<file path="src/rtl/sys_cntr_pkg.sv">
// Shared definitions for the system-controller receive path: command codes,
// decoder state encoding and the fixed ALU operand register addresses.
package sys_cntr_pkg;

    // Command bytes that open a frame
    localparam logic [7:0] CMD_WR      = 8'hAA;  // write: addr, data
    localparam logic [7:0] CMD_RD      = 8'hBB;  // read: addr
    localparam logic [7:0] CMD_ALU_OP  = 8'hCC;  // ALU with operands: A, B, fun
    localparam logic [7:0] CMD_ALU_NOP = 8'hDD;  // ALU without operands: fun

    // Register-file slots that hold the ALU operands
    localparam int unsigned OPA_ADDR = 0;
    localparam int unsigned OPB_ADDR = 1;

    // Frame parser states
    typedef enum logic [3:0] {
        IDLE      = 4'd0,
        WR_ADDR   = 4'd1,
        WR_DATA   = 4'd2,
        RD_ADDR   = 4'd3,
        RD_WAIT   = 4'd4,
        OP_A      = 4'd5,
        OP_B      = 4'd6,
        ALU_FUN_S = 4'd7,
        ALU_WAIT  = 4'd8
    } state_e;

endpackage

</file>
<file path="src/rtl/sys_cntr_rx_decoder_wait_timer.sv">
// Clearable saturating cycle counter used to bound the decoder's wait states.
// expired is high once the count has reached WAIT_MAX and stays high until cleared.
module wait_timer #(
    parameter int WAIT_MAX = 255
) (
    input  logic clk,
    input  logic rst_n,
    input  logic clr,
    input  logic en,
    output logic expired
);

    localparam int CW = (WAIT_MAX > 1) ? $clog2(WAIT_MAX + 1) : 1;
    localparam logic [CW-1:0] CNT_MAX = CW'(WAIT_MAX);

    logic [CW-1:0] cnt_d;
    logic [CW-1:0] cnt_q;

    // Next count: clear wins over counting; counting stops at the limit
    always_comb begin
        // NOTE: every always_comb output gets a default first so no path leaves it unassigned (no latch).
        cnt_d = cnt_q;
        if (clr) begin
            cnt_d = '0;
        end else if (en && (cnt_q != CNT_MAX)) begin
            cnt_d = cnt_q + 1'b1;
        end
    end

    // Count register with synchronous active-low reset
    always_ff @(posedge clk) begin
        // NOTE: reset is sampled on the clock edge here, so it is just the highest-priority branch, not in the sensitivity list.
        if (!rst_n) begin
            cnt_q <= '0;
        end else begin
            // NOTE: sequential state uses non-blocking assignment so all flops update from pre-edge values.
            cnt_q <= cnt_d;
        end
    end

    assign expired = (cnt_q == CNT_MAX);

endmodule

</file>
<file path="src/rtl/sys_cntr_rx_decoder.sv">
// Receive-side command decoder of the system controller. Parses multi-byte
// frames from the UART receiver, drives register-file writes/reads and ALU
// starts, then waits (with a timeout) for the read/ALU result before taking
// the next frame. All outputs are registered.
module sys_cntr_rx_decoder
    import sys_cntr_pkg::*;
#(
    parameter int width      = 8,
    parameter int addr_width = 4,
    parameter int WAIT_MAX   = 255
) (
    input  logic                  CLK,
    input  logic                  Reset,
    input  logic [width-1:0]      Rx_Data,
    input  logic                  Rx_valid,
    input  logic                  Rd_valid,
    input  logic                  ALU_out_valid,
    output logic [addr_width-1:0] Address,
    output logic                  WrEn,
    output logic [width-1:0]      WrData,
    output logic                  RdEn,
    output logic                  ALU_EN,
    output logic [3:0]            ALU_FUN,
    output logic                  Gate_EN,
    output logic                  Cmd_error
);

    state_e                  state_d,    state_q;
    logic [addr_width-1:0]   wr_addr_d,  wr_addr_q;
    logic [addr_width-1:0]   address_d,  address_q;
    logic [width-1:0]        wr_data_d,  wr_data_q;
    logic                    wr_en_d,    wr_en_q;
    logic                    rd_en_d,    rd_en_q;
    logic                    alu_en_d,   alu_en_q;
    logic [3:0]              alu_fun_d,  alu_fun_q;
    logic                    gate_en_d,  gate_en_q;
    logic                    cmd_err_d,  cmd_err_q;

    logic                    tmr_clr;
    logic                    tmr_en;
    logic                    tmr_expired;

    wait_timer #(
        .WAIT_MAX (WAIT_MAX)
    ) u_wait_timer (
        .clk     (CLK),
        .rst_n   (Reset),
        .clr     (tmr_clr),
        .en      (tmr_en),
        .expired (tmr_expired)
    );

    // Frame parser: next state and next value of every registered output
    always_comb begin
        state_d   = state_q;
        wr_addr_d = wr_addr_q;
        address_d = address_q;
        wr_data_d = wr_data_q;
        alu_fun_d = alu_fun_q;
        wr_en_d   = 1'b0;
        rd_en_d   = 1'b0;
        alu_en_d  = 1'b0;
        cmd_err_d = 1'b0;
        tmr_clr   = 1'b0;
        tmr_en    = 1'b0;

        unique case (state_q)
            IDLE: begin
                if (Rx_valid) begin
                    case (Rx_Data)
                        width'(CMD_WR):      state_d = WR_ADDR;
                        width'(CMD_RD):      state_d = RD_ADDR;
                        width'(CMD_ALU_OP):  state_d = OP_A;
                        width'(CMD_ALU_NOP): state_d = ALU_FUN_S;
                        default:             cmd_err_d = 1'b1;
                    endcase
                end
            end
            WR_ADDR: begin
                // Address is held privately so the port only moves with WrEn
                if (Rx_valid) begin
                    wr_addr_d = Rx_Data[addr_width-1:0];
                    state_d   = WR_DATA;
                end
            end
            WR_DATA: begin
                if (Rx_valid) begin
                    wr_en_d   = 1'b1;
                    address_d = wr_addr_q;
                    wr_data_d = Rx_Data;
                    state_d   = IDLE;
                end
            end
            RD_ADDR: begin
                if (Rx_valid) begin
                    rd_en_d   = 1'b1;
                    address_d = Rx_Data[addr_width-1:0];
                    tmr_clr   = 1'b1;
                    state_d   = RD_WAIT;
                end
            end
            OP_A: begin
                if (Rx_valid) begin
                    wr_en_d   = 1'b1;
                    address_d = addr_width'(OPA_ADDR);
                    wr_data_d = Rx_Data;
                    state_d   = OP_B;
                end
            end
            OP_B: begin
                if (Rx_valid) begin
                    wr_en_d   = 1'b1;
                    address_d = addr_width'(OPB_ADDR);
                    wr_data_d = Rx_Data;
                    state_d   = ALU_FUN_S;
                end
            end
            ALU_FUN_S: begin
                if (Rx_valid) begin
                    alu_fun_d = Rx_Data[3:0];
                    alu_en_d  = 1'b1;
                    tmr_clr   = 1'b1;
                    state_d   = ALU_WAIT;
                end
            end
            RD_WAIT, ALU_WAIT: begin
                // Bytes arriving while a result is pending are dropped and flagged;
                // the awaited valid takes priority over the timeout.
                tmr_en = 1'b1;
                if (Rx_valid) begin
                    cmd_err_d = 1'b1;
                end
                if ((state_q == RD_WAIT) ? Rd_valid : ALU_out_valid) begin
                    state_d = IDLE;
                end else if (tmr_expired) begin
                    cmd_err_d = 1'b1;
                    state_d   = IDLE;
                end
            end
            default: begin
                state_d = IDLE;
            end
        endcase

        // Clock gate tracks the state being registered, so it is high exactly in the ALU states
        gate_en_d = (state_d == ALU_FUN_S) || (state_d == ALU_WAIT);
    end

    // State and output registers with synchronous active-low reset
    always_ff @(posedge CLK) begin
        if (!Reset) begin
            state_q   <= IDLE;
            wr_addr_q <= '0;
            address_q <= '0;
            wr_data_q <= '0;
            wr_en_q   <= 1'b0;
            rd_en_q   <= 1'b0;
            alu_en_q  <= 1'b0;
            alu_fun_q <= '0;
            gate_en_q <= 1'b0;
            cmd_err_q <= 1'b0;
        end else begin
            state_q   <= state_d;
            wr_addr_q <= wr_addr_d;
            address_q <= address_d;
            wr_data_q <= wr_data_d;
            wr_en_q   <= wr_en_d;
            rd_en_q   <= rd_en_d;
            alu_en_q  <= alu_en_d;
            alu_fun_q <= alu_fun_d;
            gate_en_q <= gate_en_d;
            cmd_err_q <= cmd_err_d;
        end
    end

    assign Address   = address_q;
    assign WrEn      = wr_en_q;
    assign WrData    = wr_data_q;
    assign RdEn      = rd_en_q;
    assign ALU_EN    = alu_en_q;
    assign ALU_FUN   = alu_fun_q;
    assign Gate_EN   = gate_en_q;
    assign Cmd_error = cmd_err_q;

endmodule

</file>
<file path="config.mk">
export PLATFORM = sky130hd
export DESIGN_NAME = sys_cntr_rx_decoder
export DESIGN_NICKNAME = d
export VERILOG_FILES = /design/src/rtl/sys_cntr_pkg.sv /design/src/rtl/sys_cntr_rx_decoder_wait_timer.sv /design/src/rtl/sys_cntr_rx_decoder.sv
export SDC_FILE = /design/constraint.sdc
export NUM_CORES = 1
export LEC_CHECK = 0
export BUFFER_PORTS_ARGS = -buffer_cell sky130_fd_sc_hd__buf_2
export CAP_MARGIN = 30
export CELL_PAD_IN_SITES_DETAIL_PLACEMENT = 1
export CELL_PAD_IN_SITES_GLOBAL_PLACEMENT = 1
export CORE_AREA = 2 2 75 77
export DETAILED_ROUTE_END_ITERATION = 16
export DIE_AREA = 0 0 77 79
export PLACE_DENSITY_LB_ADDON = 0.1
export SYNTH_ARGS = -nofsm -noshare
export SYNTH_HDL_FRONTEND = slang
export SYNTH_SLANG_ARGS = --single-unit
export TNS_END_PERCENT = 50
</file>
<file path="constraint.sdc">
create_clock -name CLK -period 1.8 [get_ports CLK]
set_input_delay 0.36 -clock CLK [delete_from_list [all_inputs] [get_ports CLK]]
set_output_delay 0.36 -clock CLK [all_outputs]
set_load 0.005 [all_outputs]
</file>
Word-level counts from Yosys, hierarchy flattened
Cells that the tools add are included.
Widths: inputs -> output; s select.

storage, ports and cells
  bits in registers = 37
  output and inout bits = 21
  word-level logic and storage cells = 74
  input port bits = 13

cells by class
  muxes and demuxes = 25
  equal/unequal tests = 20
  add/sub/neg operators = 1
  bitwise gates (word level) = 1
  reduce and logical (&&, ||, !) cells = 16

operator list
  cell                 number
  $mux 4               13
  $eq 8x8->1 const B   5
  $pmux 4 s4           2
  $pmux 4 s8           1
  $eq 4x3->1 const B   5
  $reduce_and 2->1     6
  $add 8x1->8 const B  1
  $eq 4x2->1 const B   2
  $eq 4x4->1 const B   2
  $mux 1               8
  $ne 2x2->1 const B   4
  $ne 8x8->1 const B   1
  $reduce_or 2->1      3
  $reduce_and 5->1     1
  $eq 4x1->1 const B   1
  $logic_not 4->1      1
  $reduce_bool 4->1    1
  $reduce_or 4->1      1
  $reduce_or 3->1      1
  $pmux 1 s2           1
  $logic_and 1x1->1    1
  $logic_or 1x1->1     1
  $not 1->1            1

Longest topological paths before layout
  depth after elaboration = 6
  gate-level depth with buffers = 7
  mapped depth without buffers = 6

By module
From an unflattened synthesis, not the netlist that was laid out.

unflattened totals
  cells, all modules = 204
  area total of the unflattened synthesis = 1,776.7 sq um

by module, submodules not included
  module               seq. area each (sq um)  cells each  area each (sq um)  times used
  sys_cntr_rx_decoder  580.6                   154         1,353.8            1
  wait_timer           160.2                   50          422.9              1

Worst setup path before layout
Ideal clock, no wire load.

  kind = reg-to-reg
  start point = register state_q[1]
  end point = register gate_en_q, in the netlist Gate_EN
  stages on the path, launching flop included = 7
  data arrival time = 1.510 ns
  slack = 0.195 ns
  library setup time = 0.096 ns
  required time = 1.704 ns
  path buffers = 1
  period minus slack after synthesis = 1.605 ns
  cell sequence = dfxtp_1 -> buf_2 -> nor4b_2 -> mux2_2 -> o32ai_1 -> a211oi_2 -> o41ai_2

between the ends
  longest elaborated chain between the ends = 6
  elaborated cells between the ends (all ways) = 25
  those cells by class = eq/ne (10); mux (12); reduce/logical (3)

ends and longest elaborated chain
  item                                             line                                                   text
  start, declared                                  sys_cntr_rx_decoder.sv:28                              state_e state_d, state_q;
  start signal, assigned                           sys_cntr_rx_decoder.sv:163                             state_q <= state_d;
  $eq 4x3->1                                       sys_cntr_rx_decoder.sv:67, sys_cntr_rx_decoder.sv:133
  $mux 1                                           sys_cntr_rx_decoder.sv:133                             if ((state_q == RD_WAIT) ? Rd_valid : ALU_out_valid) begin
  $mux 4                                           sys_cntr_rx_decoder.sv:133
  $pmux 4 s8 (*)                                   sys_cntr_rx_decoder.sv:67                              unique case (state_q)
  $eq 4x3->1 / $eq 4x4->1 (equally long branches)  sys_cntr_rx_decoder.sv:146                             gate_en_d = (state_d == ALU_FUN_S) || (state_d == ALU_WAIT);
  $logic_or 1x1->1 (*)                             sys_cntr_rx_decoder.sv:146
  end signal, assigned                             sys_cntr_rx_decoder.sv:171                             gate_en_q <= gate_en_d;
  end, declared                                    sys_cntr_rx_decoder.sv:36                              logic gate_en_d, gate_en_q;

Every way passes the cells marked *; elsewhere a longest branch is shown, timed or not.
A chain may end at the register's enable or synchronous reset.

Worst setup path after layout
  start point = register state_q[0]
  end point = register cmd_err_q, in the netlist Cmd_error

between the ends
  longest elaborated chain between the ends = 4
  elaborated cells between the ends (all ways) = 7
  those cells by class = eq/ne (2); mux (3); reduce/logical (2)

ends and longest elaborated chain
  item                  line                                                   text
  $eq 4x3->1            sys_cntr_rx_decoder.sv:67, sys_cntr_rx_decoder.sv:133
  $mux 1 (2 in series)  sys_cntr_rx_decoder.sv:133
  $pmux 1 s2 (*)        sys_cntr_rx_decoder.sv:67
  end signal, assigned  sys_cntr_rx_decoder.sv:172                             cmd_err_q <= cmd_err_d;
  end, declared         sys_cntr_rx_decoder.sv:37                              logic cmd_err_d, cmd_err_q;

Marked as above.

==> results.ini <==
[outcome]
status=completed

[power]
ir_drop_mv=0.356
p_sw_uw=354
power_frac_seq=0.496
p_clk_frac=0.455
cell_internal_pwr_mw=1.30
combPwrFrac=0.049
power.share.switching=0.214
power_density_nw_per_um2=731
leakage_nw=0.993

[logic_synthesis]
netlist_instances=200
synth_top_family_by_area=simple AND/OR/NAND/NOR gates
synth-async-reset-ratio=0
synthTopCellsByArea=dfxtp_1 (42%), mux2i_1 (12%), nor2_1 (8.7%)
yosys.area_share.adder=0.00705
synthFlopType=dfxtp_1
synthMuxAreaShare=0.125
synth_top_area_frac=0.417
ys_warn_count=0
ys_ff_latch=37
netlist_area_um2=1770
avgSynthCellArea_um2=8.87
synth_edf_count=0
synth_nets=214
synth_compound_area_frac=0.144
ys_seq_area_frac=0.417
yosysTopAreaCell=dfxtp_1
ys_top_cells_by_count=nor2_1 (41), dfxtp_1 (37), mux2i_1 (21)
yosysMostFrequentCell=nor2_1
synth-xor-area-share=0.0444
ys_types=42
synthSimpleGateAreaFrac=0.223

[timing]
fin_crit_sh=0.960
min_period_ns=1.73
max-slew-margin-rel=0.741
tightest_slew_ns=0.386
drv_slew=0
hold_viol=0
fmax_mhz=579
worst_clock_skew_ns=0.0121
setup_viol=0

[detailed_routing]
wl_um=4680
wl_met1_um=2140
vias_per_cell=4.95
wl_met3_um=159
vias=1580
drt-initial-drc-count=59
met2_length_um=2310
drc=0
highest_layer=met4
dr.pass1.iters=4
wire_per_inst_um=14.7
ant_nets=0

[place]
dp_cells=310
gp_congestion=0.761
portBuffers=33
dp_hpwl_um=3590
place_area_um2=2120

[cells_and_area]
fin_nets=260
antennaDiodeCount=0
final_area_um2=2260
multi_input_area_um2=981
register_area_um2=747
syn2layout_area_growth_pct=27.6
layout.cells.non_filler=319
drive_gt1_frac=0.287
fillCellCount=675

[cts]
clockBufferDepth=2
clk_latency_ns=0.29
cts_tree=built
htree_levels=2
clk_pin_slew_worst_paths_ns=0.08
post-cts-setup-buffers=0
cts_root_buf=clkbuf_8
numCtsBuffers=5
postCtsHoldBufs=0
cts.sinks=37

[grt]
grt_pass1_wl_um=8130
antenna_found_initial=0
grt_pass1_vias=1708
grt_max_degree=24
grt_use_total=0.167
grt_overflow=0

[floorplan]
io_pins=34
die_w_um=77
rows=27
dieArea_um2=6080
core_area_um2=5340
initial_core_util=0.332
die_h_um=79

[setup_path]
cp-start-kind=flip-flop
critPathMaxFanout=6
cp.required_ns=2.02
end_kind=flip-flop
cp.arrival_ns=1.95
slowest_delay_ns=0.39
cp.buffers_inverters=0
rrSetupSlack_ns=0.07
cp_cell_sequence=nor4b_2 -> mux2_2 -> o31a_1 -> o22a_1 -> nor2_1
cp_top_family=simple AND/OR/NAND/NOR gates
crit_type=reg2reg
cp_slowest_cell=mux2_2

[run]
cap_violations=0

[min_path]
hold_class=in2reg

through the flow:
stage | hold slack, ns | util | TNS, ns | power [mW] | setup slack [ns]
3_5_place_dp | 0.446 | 0.396 | 0 | 0.921 | 0.0457
5_1_grt | 0.344 | 0.424 | -0.00571 | 1.73 | -0.00571
4_1_cts | 0.315 | 0.419 | 0 | 1.68 | 0.0261
3_3_place_gp | 0.442 | 0.396 | 0 | 0.919 | 0.125
2_1_floorplan | 0.453 | - | 0 | 0.876 | 0.195
6_report | 0.320 | 0.424 | 0 | 1.66 | 0.0715
area by class of cell:
class / count / area share
multi-input cells: 148 / 0.433
flip-flops and latches: 37 / 0.330
repair buffers: 49 / 0.136
well taps: 72 / 0.0398
clock buffers: 6 / 0.0365
clock inverters: 2 / 0.0166
inverters: 5 / 0.00829
logic make-up (layout without fill, tap and decap cells):
group,count (synthesis),count (layout)
adder cells (fa/ha/maj),1,1
AND/OR/NAND/NOR,83,83
flip-flops,37,37
AO/OA/AOI/OAI,33,33
XOR/XNOR,9,9
buffers and inverters,15,62
multiplexers,22,22
final timing paths:
path,start,to,depth (start not counted)
min,Reset,WrEn,2
min reg2reg,Address[0],Address[0],2
max reg2reg,state_q[0],Cmd_error,5
max,state_q[0],Cmd_error,5
power groups by stage:
| stage | logic, mW | clock network, mW | registers [mW] |
|---|---|---|---|
| floorplan | 0.0363 | 0 | 0.840 |
| global placement | 0.0794 | 0 | 0.840 |
| detailed placement | 0.0811 | 0 | 0.840 |
| CTS | 0.0819 | 0.774 | 0.821 |
| global route | 0.0909 | 0.817 | 0.821 |
| finish | 0.0812 | 0.754 | 0.821 |
cell usage in the layout, fill, tap and decap left out, types with 2 or more instances in the layout:
master,synthesis,routed
or3_1,2,2
a21o_1,4,4
o2bb2ai_1,3,3
a21oi_1,6,6
buf_12,0,2
nand4_1,3,3
nand3_1,6,5
a22oi_1,3,3
buf_4,0,13
mux2i_1,21,21
dfxtp_1,37,32
xnor2_1,6,6
xor2_1,3,3
o21ai_0,4,4
nand2b_1,2,2
buf_2,5,34
nor2b_1,4,4
inv_1,5,5
nand2_1,11,11
nor4bb_1,2,2
dfxtp_2,0,5
nor2_1,41,40
clkbuf_8,0,6
nor3_1,7,7
per-layer routing:
metal	global-route usage	vias to the layer above
met3	0.0364	7
met4	0.0500	0
met1	0.205	758
li1	-	789
met5	0	-
met2	0.293	26
state kept, by name, summed over array words and instances (netlist names):
| name | flops |
|---|---|
| u_wait_timer.cnt_q | 8 |
| WrEn | 1 |
| Address | 4 |
| WrData | 8 |
| Gate_EN | 1 |
| Cmd_error | 1 |
| RdEn | 1 |
| state_q | 4 |
| ALU_EN | 1 |
| ALU_FUN | 4 |
| wr_addr_q | 4 |
what timing repair did:
action                     in CTS  in global routing
hold endpoints to repair        0                  0
gates resized for setup         0                 10
setup endpoints to repair       0                  5
No activity file was read; power rests on OpenSTA's default activity.
